File: config.mk
export PLATFORM = sky130hd
export DESIGN_NAME = weight_lane_loader_flat
export DESIGN_NICKNAME = d
export VERILOG_FILES = /design/src/rtl/weight_lane_loader_if.sv /design/src/rtl/weight_lane_loader.sv /design/src/flat_wrapper.sv
export SDC_FILE = /design/constraint.sdc
export NUM_CORES = 1
export LEC_CHECK = 0
export CORE_ASPECT_RATIO = 0.9
export CORE_MARGIN = 2
export CORE_UTILIZATION = 58
export DETAILED_ROUTE_END_ITERATION = 10
export GPL_ROUTABILITY_DRIVEN = 0
export GPL_TIMING_DRIVEN = 0
export PLACE_DENSITY = 0.95
export SLEW_MARGIN = 0
export SYNTH_ARGS = -nofsm -noshare
export SYNTH_HDL_FRONTEND = slang
export SYNTH_SLANG_ARGS = --single-unit
File: constraint.sdc
create_clock -name i_clk -period 4 [get_ports i_clk]
set_input_delay 0.8 -clock i_clk [delete_from_list [all_inputs] [get_ports i_clk]]
set_output_delay 0.8 -clock i_clk [all_outputs]
set_load 0.005 [all_outputs]
File: src/rtl/weight_lane_loader_if.sv
// Bundle of the control, router-stream and PE-array handshake signals of
// weight_lane_loader. The loader is the slave; the controller/router side is the master.
interface weight_lane_loader_if #(
  parameter int DATA_WIDTH = 8,
  parameter int MAX_LEN    = 16,
  parameter int LEN_W      = $clog2(MAX_LEN + 1)
);
  logic                          i_clear;
  logic                          i_load_start;
  logic [LEN_W-1:0]              i_kernel_len;
  logic [DATA_WIDTH-1:0]         i_data;
  logic                          i_data_valid;
  logic                          o_data_out_en;
  logic                          o_busy;
  logic [MAX_LEN*DATA_WIDTH-1:0] o_weights;
  logic                          o_weights_valid;
  logic                          i_weights_ready;
  logic                          o_overflow;

  modport master (
    output i_clear, i_load_start, i_kernel_len, i_data, i_data_valid, i_weights_ready,
    input  o_data_out_en, o_busy, o_weights, o_weights_valid, o_overflow
  );

  modport slave (
    input  i_clear, i_load_start, i_kernel_len, i_data, i_data_valid, i_weights_ready,
    output o_data_out_en, o_busy, o_weights, o_weights_valid, o_overflow
  );
endinterface

File: src/rtl/weight_lane_loader.sv
// Assembles one kernel's serial weight bytes into a parallel lane vector.
// A fill bank collects the next kernel while a hold bank presents the current one.
module weight_lane_loader #(
  parameter int DATA_WIDTH = 8,
  parameter int MAX_LEN    = 16,
  parameter int LEN_W      = $clog2(MAX_LEN + 1)
) (
  input  logic               i_clk,
  input  logic               i_rst,
  weight_lane_loader_if.slave bus
);

  typedef enum logic [1:0] {IDLE, FILL, PEND} state_t;

  localparam logic [LEN_W-1:0] MAX_LEN_L = LEN_W'(MAX_LEN);

  state_t                        state, state_next;
  logic [LEN_W-1:0]              len;
  logic [LEN_W-1:0]              count;
  logic [MAX_LEN*DATA_WIDTH-1:0] fill_bank;
  logic [MAX_LEN*DATA_WIDTH-1:0] hold_bank;
  logic                          hold_valid;
  logic                          overflow;
  logic                          data_out_en;

  logic rst_any;
  logic hold_free;
  logic start_ok;
  logic start_bad;
  logic accept;
  logic transfer;

  assign rst_any   = i_rst || bus.i_clear;
  assign hold_free = !hold_valid || bus.i_weights_ready;

  always_ff @(posedge i_clk) begin
    if (rst_any) state <= IDLE;
    else         state <= state_next;
  end

  always_comb begin
    state_next = state;
    start_ok   = 1'b0;
    start_bad  = 1'b0;
    accept     = 1'b0;
    transfer   = 1'b0;
    case (state)
      IDLE: begin
        if (bus.i_load_start) begin
          if (bus.i_kernel_len == '0 || bus.i_kernel_len > MAX_LEN_L) begin
            start_bad = 1'b1;
          end else begin
            start_ok   = 1'b1;
            state_next = FILL;
          end
        end
      end
      FILL: begin
        if (bus.i_data_valid) begin
          accept = 1'b1;
          if (count + LEN_W'(1) == len) state_next = PEND;
        end
      end
      PEND: begin
        if (hold_free) begin
          transfer   = 1'b1;
          state_next = IDLE;
        end
      end
      default: state_next = IDLE;
    endcase
  end

  always_ff @(posedge i_clk) begin
    if (rst_any) begin
      len         <= '0;
      count       <= '0;
      fill_bank   <= '0;
      hold_bank   <= '0;
      hold_valid  <= 1'b0;
      overflow    <= 1'b0;
      data_out_en <= 1'b0;
    end else begin
      // Registered pop enable follows the next state so it drops on the last-byte edge.
      data_out_en <= (state_next == FILL);

      if (start_ok) begin
        len       <= bus.i_kernel_len;
        count     <= '0;
        fill_bank <= '0;
      end else if (accept) begin
        for (int unsigned k = 0; k < MAX_LEN; k++) begin
          if (count == LEN_W'(k)) fill_bank[k*DATA_WIDTH +: DATA_WIDTH] <= bus.i_data;
        end
        count <= count + LEN_W'(1);
      end

      if (start_bad || (bus.i_data_valid && state != FILL)) overflow <= 1'b1;

      // A transfer into a hold bank being consumed this cycle keeps valid high.
      if (transfer) begin
        hold_bank  <= fill_bank;
        hold_valid <= 1'b1;
      end else if (hold_valid && bus.i_weights_ready) begin
        hold_valid <= 1'b0;
      end
    end
  end

  assign bus.o_data_out_en   = data_out_en;
  assign bus.o_busy          = (state != IDLE);
  assign bus.o_weights       = hold_bank;
  assign bus.o_weights_valid = hold_valid;
  assign bus.o_overflow      = overflow;

endmodule

File: src/flat_wrapper.sv
// flat-port wrapper written by rule: the top's interface ports become plain ports
module weight_lane_loader_flat 
#(
  parameter int DATA_WIDTH = 8,
  parameter int MAX_LEN    = 16,
  parameter int LEN_W      = $clog2(MAX_LEN + 1)
)
  (i_clk, i_rst, bus_i_clear, bus_i_load_start, bus_i_kernel_len, bus_i_data, bus_i_data_valid, bus_i_weights_ready, bus_o_data_out_en, bus_o_busy, bus_o_weights, bus_o_weights_valid, bus_o_overflow);
  weight_lane_loader_if #(.DATA_WIDTH(DATA_WIDTH), .MAX_LEN(MAX_LEN), .LEN_W(LEN_W)) bus_i ();
  input  logic i_clk;
  input  logic i_rst;
  input wire logic [$bits(bus_i.i_clear)-1:0] bus_i_clear;
  input wire logic [$bits(bus_i.i_load_start)-1:0] bus_i_load_start;
  input wire logic [$bits(bus_i.i_kernel_len)-1:0] bus_i_kernel_len;
  input wire logic [$bits(bus_i.i_data)-1:0] bus_i_data;
  input wire logic [$bits(bus_i.i_data_valid)-1:0] bus_i_data_valid;
  input wire logic [$bits(bus_i.i_weights_ready)-1:0] bus_i_weights_ready;
  output wire logic [$bits(bus_i.o_data_out_en)-1:0] bus_o_data_out_en;
  output wire logic [$bits(bus_i.o_busy)-1:0] bus_o_busy;
  output wire logic [$bits(bus_i.o_weights)-1:0] bus_o_weights;
  output wire logic [$bits(bus_i.o_weights_valid)-1:0] bus_o_weights_valid;
  output wire logic [$bits(bus_i.o_overflow)-1:0] bus_o_overflow;
  assign bus_i.i_clear = bus_i_clear;
  assign bus_i.i_load_start = bus_i_load_start;
  assign bus_i.i_kernel_len = bus_i_kernel_len;
  assign bus_i.i_data = bus_i_data;
  assign bus_i.i_data_valid = bus_i_data_valid;
  assign bus_i.i_weights_ready = bus_i_weights_ready;
  assign bus_o_data_out_en = bus_i.o_data_out_en;
  assign bus_o_busy = bus_i.o_busy;
  assign bus_o_weights = bus_i.o_weights;
  assign bus_o_weights_valid = bus_i.o_weights_valid;
  assign bus_o_overflow = bus_i.o_overflow;
  weight_lane_loader #(.DATA_WIDTH(DATA_WIDTH), .MAX_LEN(MAX_LEN), .LEN_W(LEN_W)) u_core (.i_clk(i_clk), .i_rst(i_rst), .bus(bus_i));
endmodule
==> results.cfg <==
[outcome]
status = finished clean

[power_and_ir_drop]
power_density_nw_per_um2 = 436.4
p_leak_nw = 4.485
max-vdd-ir-drop_v = 0.0003387

[logic_synthesis]
synth_seq_cells = 271
syn_area_per_cell_um2 = 9.011
async_flop_share_pct = 0
netlist_top_cells_area = dfxtp_1 (55%), mux2i_1 (13%), nand2_1 (10%)
synth_most_common_cell = nand2_1
yosys.area.top_type_share_pct = 54.73
ys_seq_area_share_pct = 54.73
syn_area_um2 = 9912
synth-main-ff-cell = dfxtp_1
yosys_warnings = 0
synth_edf_count = 0
syn-num-nets = 1124
yosysUniqueCellTypes = 40
netlist_top_cells_count = nand2_1 (277), dfxtp_1 (271), a21oi_1 (142)
yosysTopAreaCell = dfxtp_1
synth_cells = 1100

[route]
drt-wirelength-per-cell_um = 17.59
ant_nets = 0
route.detailed.drc = 0
firstDrtPassIters = 5
vias_per_cell = 5.567
dr_total_vias = 8395
wl_mm = 26.53
drt-initial-drc-count = 692

[timing]
clock_skew_ns = 0.01176
finalCritPeriodShare_pct = 66.07
hold_viol = 0
hold_ws_ns = 0.4540
fmax_ghz = 0.3784
worstMarginPinSlew_ns = 0.9292
drv_slew = 0
rsz0062_at_grt = false
fin_crit_ns = 2.643
finalSetupViolCount = 0
relSlewSlack_pct = 38.05
finalSetupTns_ns = 0
fin_ws_ns = 1.357

[setup_path]
reg2reg_depth = 7
worstSetupPathType = reg2out
r2r-start = u_core.state[0]$_SDFF_PP0_
endpoint_kind = primary output
crit_chain = clkbuf_2 > or2_2 > clkdlybuf4s50_1
crit_cells = 3
cp_top_family = buffers and inverters
r2r_slack_ns = 1.51
cp_data_arrival_time_ns = 1.84
worst_path_largest_cell_delay_ns = 0.45
path_buf_inv = 2
reg2reg_to = u_core.bus.o_weights[101]$_SDFFE_PP0P_
cp_max_fo = 10
cp-start-kind = register
crit_path_top_delay_cell = clkdlybuf4s50_1
startpoint = u_core.state[1]$_SDFF_PP0_
crit_path_end = bus_o_busy
critical_path_required_ns = 3.20

[placed_design]
dp_slack_ns = 0.9445
postPlaceCellArea_um2 = 11680
dp_hpwl_mm = 17.17
port-buffer-count = 150

[global_route]
grt_pass1_vias = 8203
antenna_found_initial = 0
grt_use_total_pct = 28.69
grt_start_max_net_pins = 16
grt-ovfl-total = 0
grt_pass1_wl_mm = 41.86

[clocking]
cts.path.max_buffers = 3
cts_hold_buffers = 0
cts_inserted_buffers = 26
clock_latency_ns = 0.53
htreeDepth = 1
cts_sinks = 271
cts_resized = 0
cts_setup_buffers = 0
cts.clk_slew.worst_paths_ns = 0.07
cts_tree = done
root_buffer = clkbuf_16

[final_layout]
drive_above_1_share_pct = 7.093
areaGrowthSynthToFinish_pct = 27.20
utilization_pct = 75.15
diodes = 0
stdcell_area_um2 = 12610
nets = 1302
nFillCells = 1057

[die]
die_h_um = 128.0
coreArea_um2 = 16780
dieArea_um2 = 18150
placementRows = 45
start_util_pct = 59.08
ioPinCount = 151
die-width_um = 141.8

[run]
cap_violations = 0

[worst_hold_path]
hold_class = reg2reg
worstHoldStart = u_core.bus.o_weights[41]$_SDFFE_PP0P_
==> power by group <==
group          total, W  switching, W  internal (W)
logic          0.000153      0.000107     0.0000455
registers       0.00270    0.00000229       0.00270
clock network   0.00265       0.00104       0.00161
==> cell families (layout without fill, tap and decap cells) <==
family | Yosys count | in the layout | synth area share (%)
buffers and inverters | 91 | 288 | 4.090
AO/OA/AOI/OAI | 147 | 147 | 7.549
adder cells (fa/ha/maj) | 5 | 5 | 0.6312
XOR/XNOR | 10 | 10 | 0.8836
flip-flops | 271 | 271 | 54.73
AND/OR/NAND/NOR | 451 | 451 | 19.36
multiplexers | 125 | 125 | 12.75
==> how the worst min path moves through the flow <==
stage                                       endpoint  slack [ns]  cells past startpoint
4_1_cts        u_core.bus.o_weights[84]$_SDFFE_PP0P_        0.46                      2
3_5_place_dp   u_core.bus.o_weights[23]$_SDFFE_PP0P_        0.45                      2
5_1_grt         u_core.bus.o_weights[3]$_SDFFE_PP0P_        0.47                      2
6_report       u_core.bus.o_weights[41]$_SDFFE_PP0P_        0.45                      2
2_1_floorplan  u_core.bus.o_weights[32]$_SDFFE_PP0P_        0.43                      2
3_3_place_gp   u_core.bus.o_weights[23]$_SDFFE_PP0P_        0.44                      2
==> tightest hold or removal path: stages, from the launching register on <==
cell and delay [ns]:
dfxtp_1 0.31, nand2_1 0.05, a21oi_1 0.05
==> cells in the final DEF, fill, tap and decap left out, types with 2 or more instances in the layout <==
cell	netlist	routed
clkbuf_16	0	27
buf_4	8	8
nor2b_1	3	3
nand2_1	277	277
nor2_1	133	133
dfxtp_1	271	271
nand3_1	4	4
clkdlybuf4s50_1	0	150
and4_1	4	4
a21oi_1	142	142
xor2_1	4	4
inv_1	9	9
clkbuf_1	46	48
ha_1	5	5
nand2b_1	4	4
clkinv_2	0	8
buf_2	26	26
clkbuf_8	0	3
or4_1	4	4
xnor2_1	6	6
bufinv_16	0	5
and3b_1	2	2
or2_2	3	3
mux2i_1	124	124
nor4_4	5	5
==> stage by stage <==
step | total power, W | cells
floorplan | 0.002839 | 1100
global placement | 0.002909 | 1461
finish | 0.005503 | 1508
global route | 0.005628 | 1508
detailed placement | 0.002911 | 1461
CTS | 0.005490 | 1508
==> state kept, by name (all words and copies together), names as in the netlist <==
register                    flops
u_core.len                      5
u_core.fill_bank              128
u_core.bus.o_weights_valid      1
u_core.count                    5
u_core.bus.o_overflow           1
u_core.bus.o_weights          128
u_core.state                    2
u_core.bus.o_data_out_en        1
==> per-layer routing <==
metal / track usage (%) / part of all wire [%] / wire [um]
met5: 0 / 0 / 0
met4: 10.82 / 3.5 / 926
met3: 5.230 / 8.7 / 2307
met2: 47.77 / 46 / 12210
met1: 37.52 / 42 / 11090
==> area by class of cell <==
class / instances / area [um2] / share of cell area, %
Tap cell: 211 / 264.0 / 2.094
Clock inverter: 15 / 206.4 / 1.637
Timing Repair Buffer: 150 / 1501 / 11.91
Inverter: 9 / 33.78 / 0.2679
Buffer: 82 / 371.6 / 2.947
Clock buffer: 32 / 724.4 / 5.746
Multi-Input combinational cell: 738 / 4081 / 32.37
Sequential cell: 271 / 5425 / 43.03
No activity file was read; power rests on OpenSTA's default activity.
